==> config.mk <==
export PLATFORM = sky130hd
export DESIGN_NAME = spi_byte_arbiter
export DESIGN_NICKNAME = d
export VERILOG_FILES = /design/src/rtl/spi_byte_arbiter.sv
export SDC_FILE = /design/constraint.sdc
export NUM_CORES = 1
export LEC_CHECK = 0
export CAP_MARGIN = 20
export CORE_ASPECT_RATIO = 1.5
export CORE_UTILIZATION = 40
export DETAILED_ROUTE_END_ITERATION = 6
export PLACE_DENSITY = 0.69
export SYNTH_ARGS = -nofsm -noshare
export SYNTH_HDL_FRONTEND = slang
export SYNTH_SLANG_ARGS = --single-unit
==> constraint.sdc <==
create_clock -name clk -period 2.1 [get_ports clk]
set_input_delay 0.42 -clock clk [delete_from_list [all_inputs] [get_ports clk]]
set_output_delay 0.42 -clock clk [all_outputs]
set_load 0.02 [all_outputs]
==> src/rtl/spi_byte_arbiter.sv <==
// Round-robin arbiter sharing one SPI byte engine between NUM_REQ requesters.
// Owns the card chip-select, holds the grant under lock, and aborts stuck bytes with a watchdog.
module spi_byte_arbiter #(
  parameter int unsigned NUM_REQ        = 2,
  parameter int unsigned TIMEOUT_CYCLES = 4096,
  parameter int unsigned TW             = 13
) (
  input  logic                   clk,
  input  logic                   reset,
  input  logic [NUM_REQ-1:0]     req,
  input  logic [NUM_REQ-1:0]     lock,
  input  logic [NUM_REQ-1:0]     req_start,
  input  logic [8*NUM_REQ-1:0]   req_tx,
  output logic [NUM_REQ-1:0]     gnt,
  output logic [NUM_REQ-1:0]     req_done,
  output logic [NUM_REQ-1:0]     req_err,
  output logic [7:0]             rx_data,
  output logic                   spi_start,
  output logic [7:0]             spi_data_in,
  input  logic                   spi_done,
  input  logic [7:0]             spi_data_out,
  output logic                   cs_n
);

  localparam int unsigned PW = (NUM_REQ > 1) ? $clog2(NUM_REQ) : 1;

  typedef enum logic [1:0] {IDLE, GRANTED, BUSY, RELEASE} state_t;

  state_t          state;
  logic [PW-1:0]   rr_ptr;
  logic [TW-1:0]   watchdog;

  logic            pick_valid;
  logic [PW-1:0]   pick_idx;
  logic [PW-1:0]   cand;
  logic [PW-1:0]   owner_idx;
  logic [PW-1:0]   next_ptr;
  logic            owner_req;
  logic            owner_lock;
  logic            owner_start;
  logic [7:0]      owner_tx;

  // First requester at or after rr_ptr, wrapping; the reverse scan leaves the nearest one last.
  always_comb begin
    pick_valid = 1'b0;
    pick_idx   = '0;
    cand       = '0;
    for (int i = int'(NUM_REQ) - 1; i >= 0; i--) begin
      cand = PW'((int'(rr_ptr) + i) % int'(NUM_REQ));
      if (req[cand]) begin
        pick_valid = 1'b1;
        pick_idx   = cand;
      end
    end
  end

  // Owner's view of the request lines, selected by the one-hot grant.
  always_comb begin
    owner_idx   = '0;
    owner_req   = 1'b0;
    owner_lock  = 1'b0;
    owner_start = 1'b0;
    owner_tx    = '0;
    for (int i = 0; i < int'(NUM_REQ); i++) begin
      if (gnt[i]) begin
        owner_idx   = PW'(i);
        owner_req   = req[i];
        owner_lock  = lock[i];
        owner_start = req_start[i];
        owner_tx    = req_tx[8*i +: 8];
      end
    end
    next_ptr = (owner_idx == PW'(NUM_REQ - 1)) ? '0 : owner_idx + PW'(1);
  end

  always_ff @(posedge clk or posedge reset) begin
    if (reset) begin
      state       <= IDLE;
      gnt         <= '0;
      req_done    <= '0;
      req_err     <= '0;
      rx_data     <= 8'hFF;
      spi_start   <= 1'b0;
      spi_data_in <= 8'hFF;
      cs_n        <= 1'b1;
      rr_ptr      <= '0;
      watchdog    <= '0;
    end else begin
      spi_start <= 1'b0;
      req_done  <= '0;
      req_err   <= '0;
      case (state)
        IDLE: begin
          if (pick_valid) begin
            gnt   <= NUM_REQ'(1) << pick_idx;
            cs_n  <= 1'b0;
            state <= GRANTED;
          end
        end
        GRANTED: begin
          // A start in the same cycle as the owner letting go still wins.
          if (owner_start) begin
            spi_data_in <= owner_tx;
            spi_start   <= 1'b1;
            watchdog    <= '0;
            state       <= BUSY;
          end else if (!owner_req && !owner_lock) begin
            cs_n  <= 1'b1;
            state <= RELEASE;
          end
        end
        BUSY: begin
          if (spi_done) begin
            rx_data  <= spi_data_out;
            req_done <= gnt;
            if (owner_lock) begin
              state <= GRANTED;
            end else begin
              cs_n  <= 1'b1;
              state <= RELEASE;
            end
          end else if (watchdog == TW'(TIMEOUT_CYCLES - 1)) begin
            // Engine is stuck: abort the byte and drop the card regardless of lock.
            req_done <= gnt;
            req_err  <= gnt;
            rx_data  <= 8'hFF;
            cs_n     <= 1'b1;
            state    <= RELEASE;
          end else begin
            watchdog <= watchdog + TW'(1);
          end
        end
        RELEASE: begin
          gnt    <= '0;
          rr_ptr <= next_ptr;
          state  <= IDLE;
        end
        default: state <= IDLE;
      endcase
    end
  end

endmodule
==> results.cfg, run 1 <==
[die]
core_region_area_um2 = 4620
io_pins = 57
initial_core_util = 0.423
die_x_um = 59.0
die_y_um = 87.6
row_count = 30
die-area_um2 = 5170

[clock_network]
postCtsSetupRepairBufs = 0
tritoncts = done
cts_sinks = 40
cts_root_buf = clkbuf_8
clk_pin_slew_ns = 0.07
postCtsResizedCells = 0
numCtsBuffers = 5
cts_max_level = 2
clk_latency_ns = 0.29
hold_buffers = 0
clockBufferDepth = 2

[global_route]
grt.overflow.total = 0
grt_usage = 0.198
grt_antenna_before_repair = 0
grt_max_degree = 41
grt_pass1_vias = 1701
grt_pass1_wl_um = 7670

[sta]
fin_hold_ws_ns = 0.480
max_slew_margin = 0.665
period_share = 0.926
fin_tns_setup_ns = 0
fmaxAchievable_mhz = 514
drv_slew = 0
rsz0062_at_grt = no
timing.final.hold_violations = 0
min_period_ns = 1.94
setup_violations = 0
finClkSkew_ns = 0.00872
tightest_slew_ns = 0.503

[power]
p_int_mw = 2.10
seqPwrFrac = 0.376
powerDensity_nw_per_um2 = 1250
power.leakage_nw = 1.11
irDropWorstVdd_uv = 714
fin_total_pwr_mw = 3.39
pwr-share-clk = 0.145
p_comb_frac = 0.478
switching_share = 0.380
switching_power_mw = 1.29

[finish]
antenna_cells = 0
final_layout_size_suffix_gt1_frac = 0.151
final_cell_area_um2 = 2720
syn_to_final_growth_pct = 39.4
nFillCells = 437
nets = 297
final_common_cell = clkdlybuf4s50_1
mostFrequentLayoutCells = clkdlybuf4s50_1 (56), nand2_1 (25), dfrtp_1 (23), o21ai_0 (20), dfstp_2 (17)
final_core_util = 0.589

[synthesis]
postSynth.asyncResetShare = 1.00
synth_edf_count = 0
mappedNetlistNets = 232
synth_area_um2 = 1950
yosysSeqAreaShare = 0.524
syn_area_per_cell_um2 = 10.1
syn-instance-count = 193
synth_top_area_frac = 0.295
ys_ff_latch = 40
yosys_warnings = 0
synth_area_leaders = dfrtp_1 (29%), dfstp_2 (23%), o21ai_0 (5.1%)
ys.flop_type = dfrtp_1
synth.largest_area_cell = dfrtp_1
synth_cell_types = 36

[detailed_routing]
vias = 1711
viasPerCell = 5.30
drt_first_pass_iters = 4
wl_um = 4650
wire_per_inst_um = 14.4
drt_iter0_drc = 39
drc = 0
ant_nets = 0

[setup_path]
crit_type = register to output pin
path_delay_family = buffers and inverters
cpPeakStageDelay_ns = 0.63
path_buf_inv = 2
path_cells = buf_4, clkdlybuf4s50_1
cp.arrival_ns = 1.52
cp-end-kind = output pin
slowest_stage = clkdlybuf4s50_1
startpoint_type = register
cp_max_fo = 17
required_ns = 1.68

[placement]
portBuffers = 56
gp_congestion = 0.798
dp_hpwl_um = 3380
dpl_cell_area_um2 = 2640

[job]
maxCapViolations = 0

[hold_path]
hold_path.class = register to register

[status]
status = finished, final reports clean
## per-stage QoR
stage | instances | setup slack, ns
floorplan | 193 | 0.267
global placement | 315 | 0.113
detailed placement | 315 | 0.0762
CTS | 323 | 0.143
global route | 323 | 0.0264
finish | 323 | 0.156
## cell usage after synthesis, types with 6 or more instances
cell      count
nand3_1       6
o22a_1        9
nor2_1        8
a31oi_1      11
nand2_1      25
clkbuf_1      7
inv_1         8
a22oi_1       9
o21ai_0      20
dfrtp_1      23
ha_1          6
dfstp_2      17
a21oi_1       7
## worst register-to-register path: cells and delay by family (launching register included)
kind / cells / cell delay (ns)
adders and majority gates: 1 / 0.23
DFF: 1 / 0.43
and+or+nand+nor: 2 / 0.27
AOI/OAI and AO/OA: 3 / 0.71
buffers and inverters: 1 / 0.15
## final timing paths
path	from	endpoint	slack, ns	depth (start not counted)
worst max-delay path	gnt[1]	gnt[1]	0.16	2
worst max register to register	watchdog[0]	watchdog[10]	0.18	7
max in group asynchronous	reset	spi_data_in[4]	1.18	3
worst min-delay path	spi_data_in[5]	spi_data_in[5]	0.48	2
min in group asynchronous	reset	req_done[1]	0.55	3
worst min register to register	spi_data_in[5]	spi_data_in[5]	0.48	2
## state kept, by name, indices dropped and copies added (netlist names), 2 cells and up
| name | cells |
|---|---|
| req_done | 2 |
| spi_data_in | 8 |
| watchdog | 13 |
| rx_data | 8 |
| state | 2 |
| req_err | 2 |
| gnt | 2 |
## kinds of logic after synthesis
family	Yosys count	synth area share
AO/OA/AOI/OAI	70	0.244
adder cells (fa/ha/maj)	6	0.0385
buffers and inverters	18	0.0378
flip-flops	40	0.524
multiplexers	1	0.00577
AND/OR/NAND/NOR	58	0.151
## layer usage
| metal | track usage | routed length [µm] |
|---|---|---|
| met5 | 0 | 0 |
| met4 | 0.0844 | 106 |
| met3 | 0.0384 | 128 |
| met2 | 0.349 | 2500 |
| met1 | 0.229 | 1920 |
## final cells by class
class | instances | area (µm²) | share of cell area
multi-input cells | 135 | 856 | 0.315
clock buffers | 7 | 76.3 | 0.0281
flip-flops and latches | 40 | 1020 | 0.376
well taps | 64 | 80.1 | 0.0294
inverters | 8 | 30.0 | 0.0110
repair buffers | 68 | 651 | 0.239
clock inverters | 1 | 5.00 | 0.00184
## power by group through the flow
stage                     Clock [mW]  Sequential (mW)  Combinational, mW
after detailed placement           0             1.29               1.63
final                          0.492             1.28               1.62
after global placement             0             1.28               1.61
after floorplan                    0             1.47              0.788
after global routing           0.538             1.31               1.76
after CTS                      0.509             1.28               1.64
Power figures use the tool's default switching activity.
==> inputs of run 2 (changes only) <==
Settings changed: ABC_CLOCK_PERIOD_IN_PS from default to 2100, CTS_CLUSTER_SIZE from default to 30.
==> results of run 2 <==
No change in the layout: final DEF, timing and power equal those of run 1.
==> inputs of run 3 (changes only) <==
Settings changed: HOLD_SLACK_MARGIN from default to 0.06.
==> results of run 3 <==
No change in the layout: final DEF, timing and power equal those of run 1.
